===== config.mk =====
export PLATFORM = sky130hd
export DESIGN_NAME = nes_button_decoder
export DESIGN_NICKNAME = d
export VERILOG_FILES = /design/src/rtl/nes_button_decoder.sv
export SDC_FILE = /design/constraint.sdc
export NUM_CORES = 1
export LEC_CHECK = 0
export ABC_AREA = 1
export CAP_MARGIN = 40
export CORE_UTILIZATION = 57
export DETAILED_ROUTE_END_ITERATION = 12
export PLACE_DENSITY = 0.88
export SYNTH_ARGS = -nofsm -noshare
export SYNTH_HDL_FRONTEND = slang
export SYNTH_SLANG_ARGS = --single-unit

===== constraint.sdc =====
create_clock -name clk -period 1.8 [get_ports clk]
set_input_delay 0.45 -clock clk [delete_from_list [all_inputs] [get_ports clk]]
set_output_delay 0.45 -clock clk [all_outputs]
set_load 0.01 [all_outputs]

===== src/rtl/nes_button_decoder.sv =====
// NES controller serial decoder: samples the 8-bit button frame produced by an
// upstream latch/pulse generator, commits the held state once per frame and
// generates per-button action pulses, with auto-repeat on Down/Left/Right.
module nes_button_decoder #(
    parameter int unsigned DAS_FRAMES = 16,
    parameter int unsigned ARR_FRAMES = 6
) (
    input  logic       clk,
    input  logic       reset,
    input  logic       latch,
    input  logic       pulse,
    input  logic       button_data,
    output logic [7:0] buttons,
    output logic [7:0] press,
    output logic       frame_valid,
    output logic       frame_error
);

    localparam int unsigned NUM_BTN = 8;
    localparam int unsigned CNT_W   = 5;
    localparam int unsigned BIT_W   = 4;
    localparam int unsigned REP_LO  = 5;  // Down, Left, Right occupy [7:5]
    localparam int unsigned NUM_REP = 3;
    localparam int unsigned NON_REP = 5;  // A, B, Select, Start, Up occupy [4:0]

    localparam logic [CNT_W-1:0] DAS_C    = CNT_W'(DAS_FRAMES);
    localparam logic [CNT_W-1:0] RELOAD_C = CNT_W'(DAS_FRAMES - ARR_FRAMES);
    localparam logic [BIT_W-1:0] LAST_BIT = BIT_W'(NUM_BTN - 1);

    typedef enum logic [1:0] {
        IDLE    = 2'd0,
        LATCHED = 2'd1,
        SHIFT   = 2'd2,
        COMMIT  = 2'd3
    } state_t;

    state_t               state;
    logic [BIT_W-1:0]     count;
    logic [NUM_BTN-1:0]   shift_reg;
    logic [CNT_W-1:0]     rep_cnt [NUM_REP];

    logic                 data_meta;
    logic                 data_sync;
    logic                 latch_cur;
    logic                 latch_prev;
    logic                 pulse_cur;
    logic                 pulse_prev;

    logic                 latch_rise;
    logic                 latch_fall;
    logic                 pulse_fall;

    logic [NUM_BTN-1:0]   new_btn;
    logic [NUM_BTN-1:0]   press_c;
    logic [CNT_W-1:0]     rep_cnt_c [NUM_REP];
    logic [CNT_W-1:0]     inc;

    // Synchronize pad data and register the strobes for edge detection
    always_ff @(posedge clk or negedge reset) begin
        if (!reset) begin
            data_meta  <= 1'b0;
            data_sync  <= 1'b0;
            latch_cur  <= 1'b0;
            latch_prev <= 1'b0;
            pulse_cur  <= 1'b0;
            pulse_prev <= 1'b0;
        end else begin
            data_meta  <= button_data;
            data_sync  <= data_meta;
            latch_cur  <= latch;
            latch_prev <= latch_cur;
            pulse_cur  <= pulse;
            pulse_prev <= pulse_cur;
        end
    end

    assign latch_rise = ~latch_prev & latch_cur;
    assign latch_fall = latch_prev & ~latch_cur;
    assign pulse_fall = pulse_prev & ~pulse_cur;

    // Action pulses and repeat-counter updates for the frame being committed
    always_comb begin
        new_btn   = ~shift_reg;
        press_c   = '0;
        inc       = '0;
        for (int r = 0; r < NUM_REP; r++) begin
            rep_cnt_c[r] = rep_cnt[r];
        end
        press_c[NON_REP-1:0] = new_btn[NON_REP-1:0] & ~buttons[NON_REP-1:0];
        for (int r = 0; r < NUM_REP; r++) begin
            inc = rep_cnt[r] + CNT_W'(1);
            if (new_btn[REP_LO + r] && !buttons[REP_LO + r]) begin
                press_c[REP_LO + r] = 1'b1;
                rep_cnt_c[r]        = '0;
            end else if (new_btn[REP_LO + r] && buttons[REP_LO + r]) begin
                if (inc == DAS_C) begin
                    press_c[REP_LO + r] = 1'b1;
                    rep_cnt_c[r]        = RELOAD_C;
                end else begin
                    rep_cnt_c[r] = inc;
                end
            end else begin
                rep_cnt_c[r] = '0;
            end
        end
    end

    // Frame capture FSM with registered outputs; latch edges outrank pulse falls
    always_ff @(posedge clk or negedge reset) begin
        if (!reset) begin
            state       <= IDLE;
            count       <= '0;
            shift_reg   <= '0;
            buttons     <= '0;
            press       <= '0;
            frame_valid <= 1'b0;
            frame_error <= 1'b0;
            for (int r = 0; r < NUM_REP; r++) begin
                rep_cnt[r] <= '0;
            end
        end else begin
            press       <= '0;
            frame_valid <= 1'b0;
            frame_error <= 1'b0;
            case (state)
                IDLE: begin
                    if (latch_rise) begin
                        state <= LATCHED;
                    end
                end
                LATCHED: begin
                    if (latch_fall) begin
                        shift_reg[0] <= data_sync;
                        count        <= BIT_W'(1);
                        state        <= SHIFT;
                    end
                end
                SHIFT: begin
                    if (latch_rise) begin
                        if (count < BIT_W'(NUM_BTN)) begin
                            frame_error <= 1'b1;
                        end
                        shift_reg <= '0;
                        count     <= '0;
                        state     <= LATCHED;
                    end else if (latch_fall) begin
                        state <= SHIFT;
                    end else if (pulse_fall) begin
                        shift_reg[count[2:0]] <= data_sync;
                        count                 <= count + BIT_W'(1);
                        if (count == LAST_BIT) begin
                            state <= COMMIT;
                        end
                    end
                end
                COMMIT: begin
                    buttons     <= ~shift_reg;
                    press       <= press_c;
                    frame_valid <= 1'b1;
                    for (int r = 0; r < NUM_REP; r++) begin
                        rep_cnt[r] <= rep_cnt_c[r];
                    end
                    count <= '0;
                    state <= IDLE;
                end
                default: begin
                    state <= IDLE;
                end
            endcase
        end
    end

endmodule


-- After elaboration in Yosys (flattened, before gate mapping)
Cells that the tools add are included.
- bitwise operators: 9
- mux-type cells: 43
- reduce and logical (&&, ||, !) cells: 18
- equal/unequal tests: 14
- $lt $le $gt $ge: 3
- $add $sub $neg: 4
- operator list (cell ; number):
    two-way mux 5 bit ; 9
    two-way mux 8 bit ; 4
    two-way mux 4 bit ; 4
    adder 5 x 1 -> 5 bit (second input constant) ; 3
    == test 5 bit (second input constant) ; 3
    two-way mux 1 bit ; 15
    two-way mux 2 bit ; 6
    case mux 4 bit (3 select lines) ; 1
    AND reduction 4 bit ; 3
    bitwise mux 8 bit ; 1
    inequality test 4 bit (second input constant) ; 2
    NOT 8 bit ; 1
    case mux 2 bit (4 select lines) ; 1
    logical AND 1 bit ; 7
    inequality test 2 bit (second input constant) ; 3
    inequality test 3 bit (second input constant) ; 2
    AND 5 bit ; 1
    NOT 5 bit ; 1
    adder 4 x 1 -> 4 bit (second input constant) ; 1
    == test 2 bit (second input constant) ; 2
    == test 4 x 3 -> 1 bit (second input constant) ; 1
    less-than comparator 3 x 4 -> 1 bit (second input constant) ; 1
    less-than comparator 4 bit (second input constant) ; 1
    nonzero test 2 bit ; 2
    other kinds (10) ; 16
- input bits: 5
- register bits after elaboration: 53
- output and inout bits: 18

-- Longest topological paths before layout
Gate-level depths: netlist of the first run.
- depth after elaboration: 9
- mapped depth: 11
- gate-level depth less buffers: 9

-- Worst setup path before layout of the first run
OpenSTA, ideal clock, no wires.
- path type: register to register
- from: register latch_prev
- to: register shift_reg[6]
- period minus slack after synthesis: 1.406 ns
- library setup time: 0.117 ns
- stages on the path, launching flop included: 12
- slack: 0.394 ns
- arrival: 1.289 ns
- buffers on the path: 2
- cells stage by stage: dfrtp_1 -> inv_1 -> ha_1 -> buf_4 -> inv_2 -> nand2_1 -> nand2_2 -> nor2_4 -> buf_6 -> o21ai_1 -> nand2_1 -> nand2_1
- word-level cells in the longest chain between the ends: 4
- elaborated cells between the ends (all ways): 7
- classes of those cells: eq/ne (1); mux (1); bitwise (3); reduce/logical (2)
- ends and longest elaborated chain (what ; line ; text):
    start: declaration ; 45 ; logic latch_prev;
    start signal: assignment ; 71 ; latch_prev <= latch_cur;
    NOT 1 bit ; 77 ; assign latch_rise = ~latch_prev & latch_cur;
    AND 1 bit ; 77 ;
    inequality test 2 bit (no source line) or nonzero test 2 bit (tied branches) ; -- ;
    AND reduction 3 bit (no source line) ; -- ;
    end signal: indexed assignment ; 149 ; shift_reg[count[2:0]] <= data_sync;
    end: declaration ; 39 ; logic [NUM_BTN-1:0] shift_reg;
Parallel ways exist; a longest one is shown, timed or not.
A chain may end at the register's enable or synchronous reset.

-- Worst setup path after layout of the first run
- from: register buttons[2]
- to: output port buttons[2]
- RTL lines (what ; line ; text):
    start: declaration ; 13 ; output logic [7:0] buttons,
    start signal: assignment ; 157 ; buttons <= ~shift_reg;
No word-level cell between the ends.

==> reports/results.txt, run 1 <==
The flow ran to the end, and the final reports show no timing, DRC or antenna violations. CTS buffer count: 5. The switching power as a share of total power came out at 0.3717. From synthesis to final layout, the design area changed by 15.02%. The floorplan step defined a die boundary enclosing 4772 µm².

A synthesized cell averages 8.355 µm². The number of placed instances, taps included, is 379. The mapped netlist covers 2565 µm². Yosys printed 0 warnings.

For the post-synthesis cell type count, the log shows 26. After global routing the overflow that remains totals 0. The die height is 69.08 µm.

The tools report the first-pass GRT wire length as 8.231 mm. The logs give 0.3177 ns for the pre-CTS setup slack and 0.1120 ns for the post-route worst setup slack. The post-route clock period utilization was 0.9378; the clock network latency to the later pin of the worst-skew pair was 0.30 ns. Hold repair after CTS inserted 0 buffers. The library cells used most frequently in the layout, excluding fill and tap cells, are sky130_fd_sc_hd__nand2_1 (90), sky130_fd_sc_hd__dfrtp_1 (53), sky130_fd_sc_hd__inv_1 (35).

After clock tree synthesis, the repair step resized 0 gates. Shortest period the worst path allows: 1.688 ns. The register with the most flip-flops in the layout has 15 of them.

Once the clock tree was built, the setup fixing pass inserted 0 buffers. The worst register-to-register path begins at latch_prev. For the worst setup path, the data arrival time is 1.24 ns. Setup repair after global routing left no endpoint under its margin. The count of routing violations after the opening detailed-route iteration is 89, and the wire length per cell is 11.71 µm. The run gives 3.368 mm as the detailed placer's ending HPWL.

The tools report the startpoint of the worst setup timing path as buttons[2]. The tools report the number of max-capacitance violations reported as 0. The synthesized-area fraction occupied by ao, oa, aoi and oai cells is 0.06732, and the total core area is 4354 µm².

The detailed router placed 2048 vias in this run. The tools report the power share of the combinational group as 0.383. At the pin with the least slew margin, the transition time is 0.3952 ns. For the worst IR drop on VDD, the log shows 0.0005967 V. The logs give 0.5171 for the sequential fraction of the synthesis area and 0.31 ns for the worst setup slack for register-to-register paths. Input and output buffers added on the ports amount to 22.

The final setup TNS is 0 ns. The clock slew at the register clock pins of the worst setup and hold paths works out to 0.09 ns. Cell internal power was estimated by the tool at 0.002632 W.

On the worst path, the slowest cell contributes a delay of 0.55 ns. The number of nets in the synthesized netlist is 319, and the level count of the clock H-tree is 2. The run gives 2 as the maximum root-to-sink buffer count. Via density per instance: 5.306.

The logs give 0.183 for the clock group share of total power and 0 for the final routed DRC violation total. The first detailed-routing pass took 4 iterations. By area, the combinational part of the netlist is dominated by simple AND/OR/NAND/NOR gates. For the via count of the first global-routing pass, the log shows 1957. Entering global routing, the biggest net connects 37 pins.

Net count of the finished layout: 346. The tools report the startpoint type of the worst setup path as a register. The worst register-to-register path has a depth of 9. Overall power consumption after layout is estimated at 0.004190 W. The top fanout value on the critical path was 3. Ranked by flip-flop count, first place goes to rep_cnt. The count of buffer and inverter cells on the critical path was 1; the number of routed nets with antenna violations was 0. The simple logic cell fraction of the synthesized area is 0.3127. The logs give 0 for the number of setup violations in the final report and 0 for the final antenna diode count. In this run the power density over the cells is 1420 nW/µm².

Clock skew on the completed layout was measured at 0.005214 ns. The floorplan has 24 rows. The class of the worst hold path is primary input to async pin. The run gives 0 as the number of antenna violations at the first check in global routing. Traced cell by cell, the critical path runs through clkdlybuf4s50_1. 23 I/O pins were placed. The tools report the capturing instance or port of the critical path as buttons[2]. The tools report the share of total power in sequential cells as 0.434. The reg-to-reg critical path endpoint is shift_reg[2].

The clock drives 53 sinks. The die span in x was 69.08 µm; the number of cells produced by synthesis was 307. The family with the most delay on the worst path was buffers and inverters. The weighted congestion at the end of routability-driven global placement is 0.8977.

For this run, the number of standard cells in the final layout without fillers is 386. The logs give 0.001557 W for the switching power total and 1.35 ns for the data required time of the worst path. The fraction of layout cells with a size suffix above 1 came out at 0.1018.

The nature of the critical path endpoint was an output port. The instance count on the critical path works out to 1. The tools report the max-slew violation total from the final report as 0. TritonCTS built the clock tree. Synthesis inferred 53 register bits. Leaving out fill and tap cells, the most frequent cell in the layout is sky130_fd_sc_hd__nand2_1. The tools report the hold violation total from the final report as 0. The logs give 592.4 MHz for the timing-limited maximum frequency and 0.5891 for the effective utilization at floorplan. The xor/xnor share of the synthesized area works out to 0. The share of synthesized cell area in full adder, half adder and majority cells came out at 0.03415. The post-detailed-routing wire length is 4.520 mm, and the proportion of synthesized area in mux cells is 0. The tools report the clock root buffer master as sky130_fd_sc_hd__clkbuf_8. Among all stages on the critical path, the largest delay is contributed by sky130_fd_sc_hd__clkdlybuf4s50_1. Category of the critical setup timing path: register to output port. Global-route usage over all layers: 0.2118.

The final core utilization is 0.6776, and the worst slew margin relative to its limit is 0.7365. Summed over all cells, the static leakage comes to 1.524 nW.
[worst min-delay path by stage]
stage                     cells past startpoint          to       from  slack, ns
after CTS                                     1    press[4]      reset       0.07
after global placement                        0   data_sync  data_meta       0.33
after floorplan                               0  buttons[0]      reset       0.15
after detailed placement                      0   data_sync  data_meta       0.34
final                                         1    press[4]      reset       0.06
after global routing                          1  buttons[7]      reset       0.08
[synthesized netlist by cell type]
library cell / instances / area [µm²]
sky130_fd_sc_hd__o21bai_1: 1 / 7.510
sky130_fd_sc_hd__o21ai_0: 11 / 55.05
sky130_fd_sc_hd__inv_1: 35 / 131.4
sky130_fd_sc_hd__nand2_1: 90 / 337.8
sky130_fd_sc_hd__o22ai_1: 3 / 18.77
sky130_fd_sc_hd__or2_4: 3 / 26.28
sky130_fd_sc_hd__buf_4: 1 / 7.510
sky130_fd_sc_hd__buf_2: 2 / 10.01
sky130_fd_sc_hd__nor2_1: 15 / 56.30
sky130_fd_sc_hd__nor3_1: 11 / 55.05
sky130_fd_sc_hd__a21oi_2: 1 / 8.760
sky130_fd_sc_hd__clkbuf_2: 1 / 5.000
sky130_fd_sc_hd__nand2_2: 3 / 18.77
sky130_fd_sc_hd__nand4_1: 7 / 43.79
sky130_fd_sc_hd__o21a_1: 1 / 7.510
sky130_fd_sc_hd__dfrtp_1: 53 / 1326
sky130_fd_sc_hd__nand3b_1: 3 / 22.52
sky130_fd_sc_hd__nor2_4: 5 / 56.30
sky130_fd_sc_hd__buf_6: 1 / 11.26
sky130_fd_sc_hd__ha_1: 7 / 87.58
sky130_fd_sc_hd__inv_2: 3 / 11.26
sky130_fd_sc_hd__nand3_1: 27 / 135.1
sky130_fd_sc_hd__o21ai_1: 9 / 45.04
sky130_fd_sc_hd__or2_2: 6 / 37.54
sky130_fd_sc_hd__nor2_2: 2 / 12.51
sky130_fd_sc_hd__a21oi_1: 6 / 30.03
[per-stage QoR]
stage	instance area, µm²	hold WS (ns)
2_1_floorplan	2565	0.1544
3_3_place_gp	2846	0.3328
3_5_place_dp	2846	0.3362
4_1_cts	2950	0.06844
5_1_grt	2950	0.08416
6_report	2950	0.05971
[power groups by stage]
| stage | registers (W) | clock network [W] | logic [W] |
|---|---|---|---|
| global route | 0.00187 | 0.000841 | 0.00182 |
| CTS | 0.00182 | 0.000787 | 0.00162 |
| detailed placement | 0.00184 | 0 | 0.00161 |
| floorplan | 0.00184 | 0 | 0.00101 |
| finish | 0.00182 | 0.000768 | 0.00160 |
| global placement | 0.00181 | 0 | 0.00156 |
[logic make-up after synthesis]
| logic type | count (synthesis) |
|---|---|
| adders and majority gates | 7 |
| AOI/OAI and AO/OA | 32 |
| buffers and inverters | 43 |
| and+or+nand+nor | 172 |
| DFF | 53 |
[cell type report]
class | count | area, µm²
sequential | 53 | 1326
clock buffer | 5 | 68.82
multi-input combinational | 211 | 1062
inverter | 38 | 142.6
clock inverter | 2 | 35.03
tap | 52 | 65.06
fill | 335 | 1404
timing repair buffer | 25 | 250.2
[per-layer routing]
metal / global-route usage / vias to the layer above / share of wire
met5: 0 / - / 0
met4: 0.07937 / 0 / 0.021
met2: 0.3581 / 54 / 0.50
met3: 0.04386 / 10 / 0.038
met1: 0.2674 / 946 / 0.44
li1: - / 1038 / -
Power figures use the tool's default switching activity.
==> inputs of run 2 (changes only) <==
Settings changed: CORE_MARGIN set to 3.
==> run 2 against run 1 <==
Effect of this change:
- sequential share of layout area up 0.25 points
- first-iteration DRC count is 15% higher
- clock skew up 0.0019 ns
- flip-flop and latch count unchanged
- sequential power is essentially flat
- utilization increased by 2.6 points
- highest routed layer unchanged
- clock power decreased by 12%
- via count down 1.0%
==> reports/results.txt, run 2 (synthesized netlist as in run 1, its figures left out) <==
The flip-flop count of the largest register after layout is 15. The post-detailed-routing wire length came out at 4.553 mm. The tools report the number of routed nets with antenna violations as 0.

Along the worst path, the maximum fanout reaches 3. The layout has 310 filler cells. The largest single stage delay on the critical path is 0.55 ns. The run gives 0.30 ns as the clock network latency to the later pin of the worst-skew pair. Total number of placement rows: 23. The total global routing overflow came out at 0.

The flow ran to the end, and the final reports show no timing, DRC or antenna violations. The run gives 2 as the level count of the clock H-tree. The tools report the net count of the finished layout as 346. After floorplanning, the core was sized to cover 4173 µm². The logs give 0.6147 for the effective utilization at floorplan and 0 for the final routed DRC violation total. The worst setup path is of the register to output port kind. The static leakage power was 1.513 nW; the timing-limited maximum frequency was 594.7 MHz. The logs give 0 for the number of buffers inserted by post-CTS setup repair and 0.7580 for the worst slew margin relative to its limit.

The count of cells in the finished layout, fillers not included, comes to 384. For this design the ratio of total power to cell area is 1396 nW/µm². The clock slew at the register clock pins of the worst setup and hold paths was 0.09 ns; the number of antenna violations at the first check in global routing was 0. Across the run, the number of max-cap violations was 0. STA puts the critical path data required time at 1.35 ns. The setup check on the worst reg-to-reg path leaves a slack of 0.30 ns. The cell type of the slowest stage on the worst timing path was sky130_fd_sc_hd__clkdlybuf4s50_1. STA classifies the critical path startpoint as a register. Setup violations remaining at the end of the flow were counted as 0. Broken down by cell family, the worst path's largest delay share belongs to buffers and inverters. The wire length per cell is 11.86 µm. The post-route clock period utilization was 0.9342; the hold buffer count at cts was 0. From left edge to right edge, the die measures 73.08 µm. The die is 73.08 µm tall. In this run, CTS created clock tree buffers numbering 5.

The data arrival time of the critical path was 1.23 ns. The fraction of layout cells with a size suffix above 1 is 0.1018, and the slew at the pin closest to its max-slew limit is 0.3616 ns. For the detailed placer's ending HPWL, the log shows 3.318 mm. After detailed routing, the number of vias per cell comes to 5.279.

Once the clock tree was built, the resizer swapped 0 gates to a different size. Across the VDD grid, the largest voltage drop is 0.0007724 V. The total clock sinks is 53.

Buffers placed on the I/O ports in this run total 22. The maximum root-to-sink buffer count came out at 2. The nature of the critical path endpoint was an output port. In the layout the commonest cells are sky130_fd_sc_hd__nand2_1 (90), sky130_fd_sc_hd__dfrtp_1 (53), sky130_fd_sc_hd__inv_1 (35).

The logs give 4 for the first-pass iteration count of the detailed router and 0.8371 for the weighted congestion at the end of routability-driven global placement. 0 antenna diodes ended up in the layout. The first global-routing pass estimated 8.362 mm of wire.

The tightest hold path in the finished design has a slack of 0.1219 ns. The area growth from synthesis to layout is 14.39%. TritonCTS built the clock tree. The shortest period the worst path allows came out at 1.682 ns. Setup repair after global routing left no endpoint under its margin.

The final setup TNS was 0 ns; the number of top-level pins was 23. Most common cell after layout, fill and taps aside: sky130_fd_sc_hd__nand2_1. Counting flops per register, the top entry is rep_cnt.

Entering global routing, the biggest net connects 54 pins. The tightest min-delay check is of the primary input to async pin type. The number of placed instances, taps included, is 377.

The via count of the first global-routing pass came out at 2004. The signal on the critical path passes through clkdlybuf4s50_1. The tools report the max-slew violation total from the final report as 0.

The tools report the global-route usage over all layers as 0.1980. CTS placed an instance of sky130_fd_sc_hd__clkbuf_8 at the clock tree root. The area of the die was 5341 µm²; the hold violation total from the final report was 0.

The final route contains 2027 vias. The count of buffer and inverter cells on the critical path is 1. The tools report the count of routing violations after the opening detailed-route iteration as 102.

Between clock sinks in the finished design, the worst skew comes to 0.007105 ns.
## run 2: path summary, 6_finish.rpt
path / depth (start not counted) / end / start
worst min register to register: 0 / data_sync / data_meta
worst max register to register: 9 / shift_reg[3] / latch_prev
max in group asynchronous: 2 / state[1] / reset
min in group clk: 0 / data_sync / data_meta
worst min-delay path: 2 / rep_cnt[4] / reset
worst max-delay path: 1 / buttons[3] / buttons[3]
## run 2: layout make-up
class                   count  area, µm²  share of cell area
clock inverters             1      7.507            0.002559
repair buffers             25      250.2             0.08529
inverters                  38      142.6             0.04861
clock buffers               6      82.58             0.02815
multi-input cells         211       1062              0.3620
flip-flops and latches     53       1326              0.4520
well taps                  50      62.56             0.02132
## run 2: metal layers
metal | up-vias | GRT usage | routed length, µm
li1 | 1040 | - | -
met1 | 938 | 0.2469 | 2098
met2 | 44 | 0.3337 | 2197
met3 | 5 | 0.04132 | 196
met4 | 0 | 0.07992 | 61
met5 | - | 0 | 0
## run 2: report_power, final
group | internal (W) | switching (W)
registers | 0.00151 | 0.000292
clock network | 0.000305 | 0.000370
logic | 0.000716 | 0.000901
## run 2: per-stage QoR
step / utilization / power [W] / area, µm² / setup WS, ns
detailed placement: 0.6816 / 0.003450 / 2844 / 0.3088
finish: 0.7031 / 0.004096 / 2934 / 0.1184
global placement: 0.6816 / 0.003376 / 2844 / 0.4109
floorplan: - / 0.002856 / 2565 / 0.3943
global route: 0.7031 / 0.004435 / 2934 / 0.05357
CTS: 0.7031 / 0.004135 / 2934 / 0.09542
==> inputs of run 3 (changes only) <==
Settings changed: ABC_AREA 1 to unset.
==> run 3 against run 2 <==
Effect of this change:
- worst setup slack worse by 0.067 ns
- clock power is 5.0% higher
- non-clock buffer count is 8 higher
- utilization grew 0.88 points
- die area fell by 1.4%
- flip-flop and latch count stayed put
- sequential power down 5%
- critical path type unchanged
- largest power group unchanged
- highest routed layer unchanged
==> reports/results.txt, run 3 <==
The floorplan step defined a die boundary enclosing 5264 µm². The slew at the pin closest to its max-slew limit came out at 0.4414 ns. The run gives 0 as the Yosys warning count.

In the final timing run, aggregate negative setup slack is 0 ns. After detailed placement, the design holds a cell count of 331. The logs give 0.5253 for the sequential fraction of the synthesis area and 40 for the post-synthesis cell type count.

The count of buffer and inverter cells on the critical path came out at 1. Wires add up to 4.713 mm. In this run the static leakage power is 1.299 nW.

The tools report the number of cells produced by synthesis as 262. The total core area was 4144 µm²; the instance count on the critical path was 1. STA classifies the critical path endpoint as an output port. The flow ran to the end, and the final reports show no timing, DRC or antenna violations. In this run the number of H-tree levels came out at 2. STA puts the critical path data required time at 1.35 ns.

STA classifies the critical path startpoint as a register. The logs give 2032 for the total vias in the final route and 54 for the largest net degree at the start of global routing. By count the netlist is led by sky130_fd_sc_hd__dfrtp_1 (53), sky130_fd_sc_hd__nand2_1 (37), sky130_fd_sc_hd__o21ai_1 (25). The fraction of post-synthesis cell area in the top cell type by area was 0.5253; the count of routing violations after the opening detailed-route iteration was 110. The weighted congestion at the end of routability-driven global placement was 0.8803. The number of clock buffers added by TritonCTS is 5. After synthesis, the cell types taking the most area are sky130_fd_sc_hd__dfrtp_1 (53%), sky130_fd_sc_hd__nand2_1 (5.5%), sky130_fd_sc_hd__o21ai_1 (5.0%).

Setup repair after global routing left no endpoint under its margin. Launching point of the worst reg2reg path: count[0]. Max-cap violations in this run came to 0. The critical path goes through clkdlybuf4s50_1. The clock passes through at most 2 buffers. Tracing the worst setup path back leads to its startpoint at buttons[5]. The total standard cell area after synthesis came out at 2525 µm². The tools report the global-route usage over all layers as 0.2022. The count of nets left with antenna violations once routing finished came out at 0. The class of the worst hold path was primary input to async pin.

The worst slew margin relative to its limit was 0.7019; the wire length per cell was 13.78 µm. The run gives 0 as the hold violation total from the final report. The kind of cell with the highest combined delay along the critical path is buffers and inverters. The root buffer cell chosen for the clock tree is sky130_fd_sc_hd__clkbuf_8.

Capturing instance or port of the critical path: buttons[5]. The post-route clock period utilization was 0.9712; the worst-case reg-to-reg path depth was 5. For this run, the slowest stage of the critical path takes 0.56 ns. After detailed routing, the number of remaining DRC violations is 0.

The die is 72.56 µm tall. For this design, the sink count on the clock tree is 53. In this run the core area contains 23 standard-cell rows. The register with the most flip-flops in the layout has 15 of them. Clock-pin slew was measured on the worst setup and hold paths at 0.09 ns.

Global routing finished with a remaining overflow of 0. After the flow finishes, the layout carries non-filler instances totaling 342. The growth of design area from synthesis to finish came out at 16.85%. For the first-pass iteration count of the detailed router, the log shows 4. The category of the critical setup timing path was register to output port. Based on the critical path, the design can be clocked at up to 572.1 MHz. By instance count, the leading cell after synthesis is sky130_fd_sc_hd__dfrtp_1. In the routed layout, each cell is associated on average with a via count of 5.942. The top fanout value on the critical path came out at 4. The logs give 0 for the max-slew violation total from the final report and 1906 for the via count of the first global-routing pass. Clock network latency to the later pin of the worst-skew pair: 0.30 ns.

The count of flip-flops with a built-in enable after synthesis is 0. The run gives 0.6093 as the effective utilization at floorplan. The worst IR drop on VDD is 0.0005839 V. Setup violations remaining at the end of the flow were counted as 0. The floorplan step set the die width to 72.56 µm. The clock arrives with 0.005315 ns of skew. Leaving out fill and tap cells, the most frequent cell in the layout is sky130_fd_sc_hd__dfrtp_1. The final antenna diode count came out at 0. The top cell types in the final layout, fill and taps aside, are sky130_fd_sc_hd__dfrtp_1 (53), sky130_fd_sc_hd__nand2_1 (37), sky130_fd_sc_hd__o21ai_1 (24). The count of buffers from port buffering was 22. The largest register by flop count was rep_cnt.

The register bit total from synthesis came out at 53. TritonCTS built the clock tree. The tools report the net count of the finished layout as 303.

For this design, the slowest cell found on the critical path is sky130_fd_sc_hd__clkdlybuf4s50_1. The worst register-to-register path ends at state[1]. The ratio of total power to cell area is 1208 nW/µm².

The run gives 0 as the number of antenna violations at the first check in global routing. Data arrives at the worst endpoint at 1.30 ns. The post-synthesis area per instance was 9.637 µm²; the worst setup slack for register-to-register paths was 0.17 ns.

After clock tree synthesis, the flow added hold-fix buffers numbering 0. sky130_fd_sc_hd__dfrtp_1 takes more of the synthesized area than any other cell. The first global-routing pass estimated 8.404 mm of wire. When the netlist entered floorplanning its net count stood at 274. The clock period could shrink to 1.748 ns. In the synthesized netlist the dominant register cell turns out to be sky130_fd_sc_hd__dfrtp_1. The number of top-level pins came out at 23. The share of synthesized registers carrying an async set or reset is 1.000, and the detailed placer's ending HPWL is 3.372 mm. The fraction of layout cells with a size suffix above 1 came out at 0.08219.
-- run 3: cell types whose count changed after synthesis, moves of 5 or more --
cell,delta
sky130_fd_sc_hd__nand3_1,-22
sky130_fd_sc_hd__o21ai_0,+5
sky130_fd_sc_hd__nor2_4,-5
sky130_fd_sc_hd__nand2_1,-53
sky130_fd_sc_hd__nand2b_1,+14
sky130_fd_sc_hd__clkbuf_1,+7
sky130_fd_sc_hd__nor3_1,-6
sky130_fd_sc_hd__inv_1,-26
sky130_fd_sc_hd__nor2b_1,+6
sky130_fd_sc_hd__a21oi_1,+8
sky130_fd_sc_hd__o21ai_1,+16
sky130_fd_sc_hd__a31oi_1,+8
sky130_fd_sc_hd__nor2_1,-8
sky130_fd_sc_hd__or2_2,-6
-- run 3: through the flow --
step / utilization / hold WS [ns] / setup WS, ns / instance area [µm²] / total power [W]
finish: 0.7120 / 0.1156 / 0.05191 / 2950 / 0.003565
global route: 0.7120 / 0.1318 / 0.004570 / 2950 / 0.003842
CTS: 0.7056 / 0.1337 / 0.04514 / 2924 / 0.003586
detailed placement: 0.6812 / 0.3463 / 0.1525 / 2823 / 0.002879
global placement: 0.6812 / 0.3331 / 0.2010 / 2823 / 0.002825
floorplan: - / 0.1544 / 0.2936 / 2525 / 0.002414
-- run 3: kinds of logic after synthesis --
family | after synthesis | synth area share
mux | 4 | 0.01586
flops | 53 | 0.5253
buf+inv | 21 | 0.03568
fa+ha+maj | 7 | 0.03469
compound gates | 88 | 0.2101
simple gates | 89 | 0.1784
-- run 3: area by class of cell --
cell class,instances,area (µm²)
multi-input combinational,188,1112
clock buffer,7,96.34
timing repair buffer,33,310.3
clock inverter,1,5.005
fill,319,1194
sequential,53,1326
tap,50,62.56
inverter,10,37.54
-- run 3: metal layers --
metal  global-route usage  vias to the layer above  wire, µm
met4              0.06352                        0        55
met3              0.05125                        7       218
met2               0.3287                       47      2324
li1                     -                      996         -
met5                    0                        -         0
met1               0.2667                      982      2115
-- run 3: worst min path at each step --
stage,start,endpoint,slack [ns],depth (start not counted)
floorplan,reset,buttons[0],0.15,0
global placement,data_meta,data_sync,0.33,0
detailed placement,data_meta,data_sync,0.35,0
CTS,reset,frame_valid,0.13,2
global route,reset,frame_valid,0.13,2
finish,reset,frame_valid,0.12,2
-- run 3: what timing repair did --
item,in CTS,in global routing
setup buffers,0,3
gates resized for setup,0,1
endpoints found under the hold margin,0,0
endpoints found under the setup margin,0,5
-- run 3: report_power, final --
| group | internal, W | leakage [nW] | switching, W |
|---|---|---|---|
| clock | 0.000348 | 0.0542 | 0.000360 |
| combinational | 0.000566 | 0.549 | 0.000579 |
| sequential | 0.00143 | 0.695 | 0.000279 |
| total | 0.00235 | 1.30 | 0.00122 |
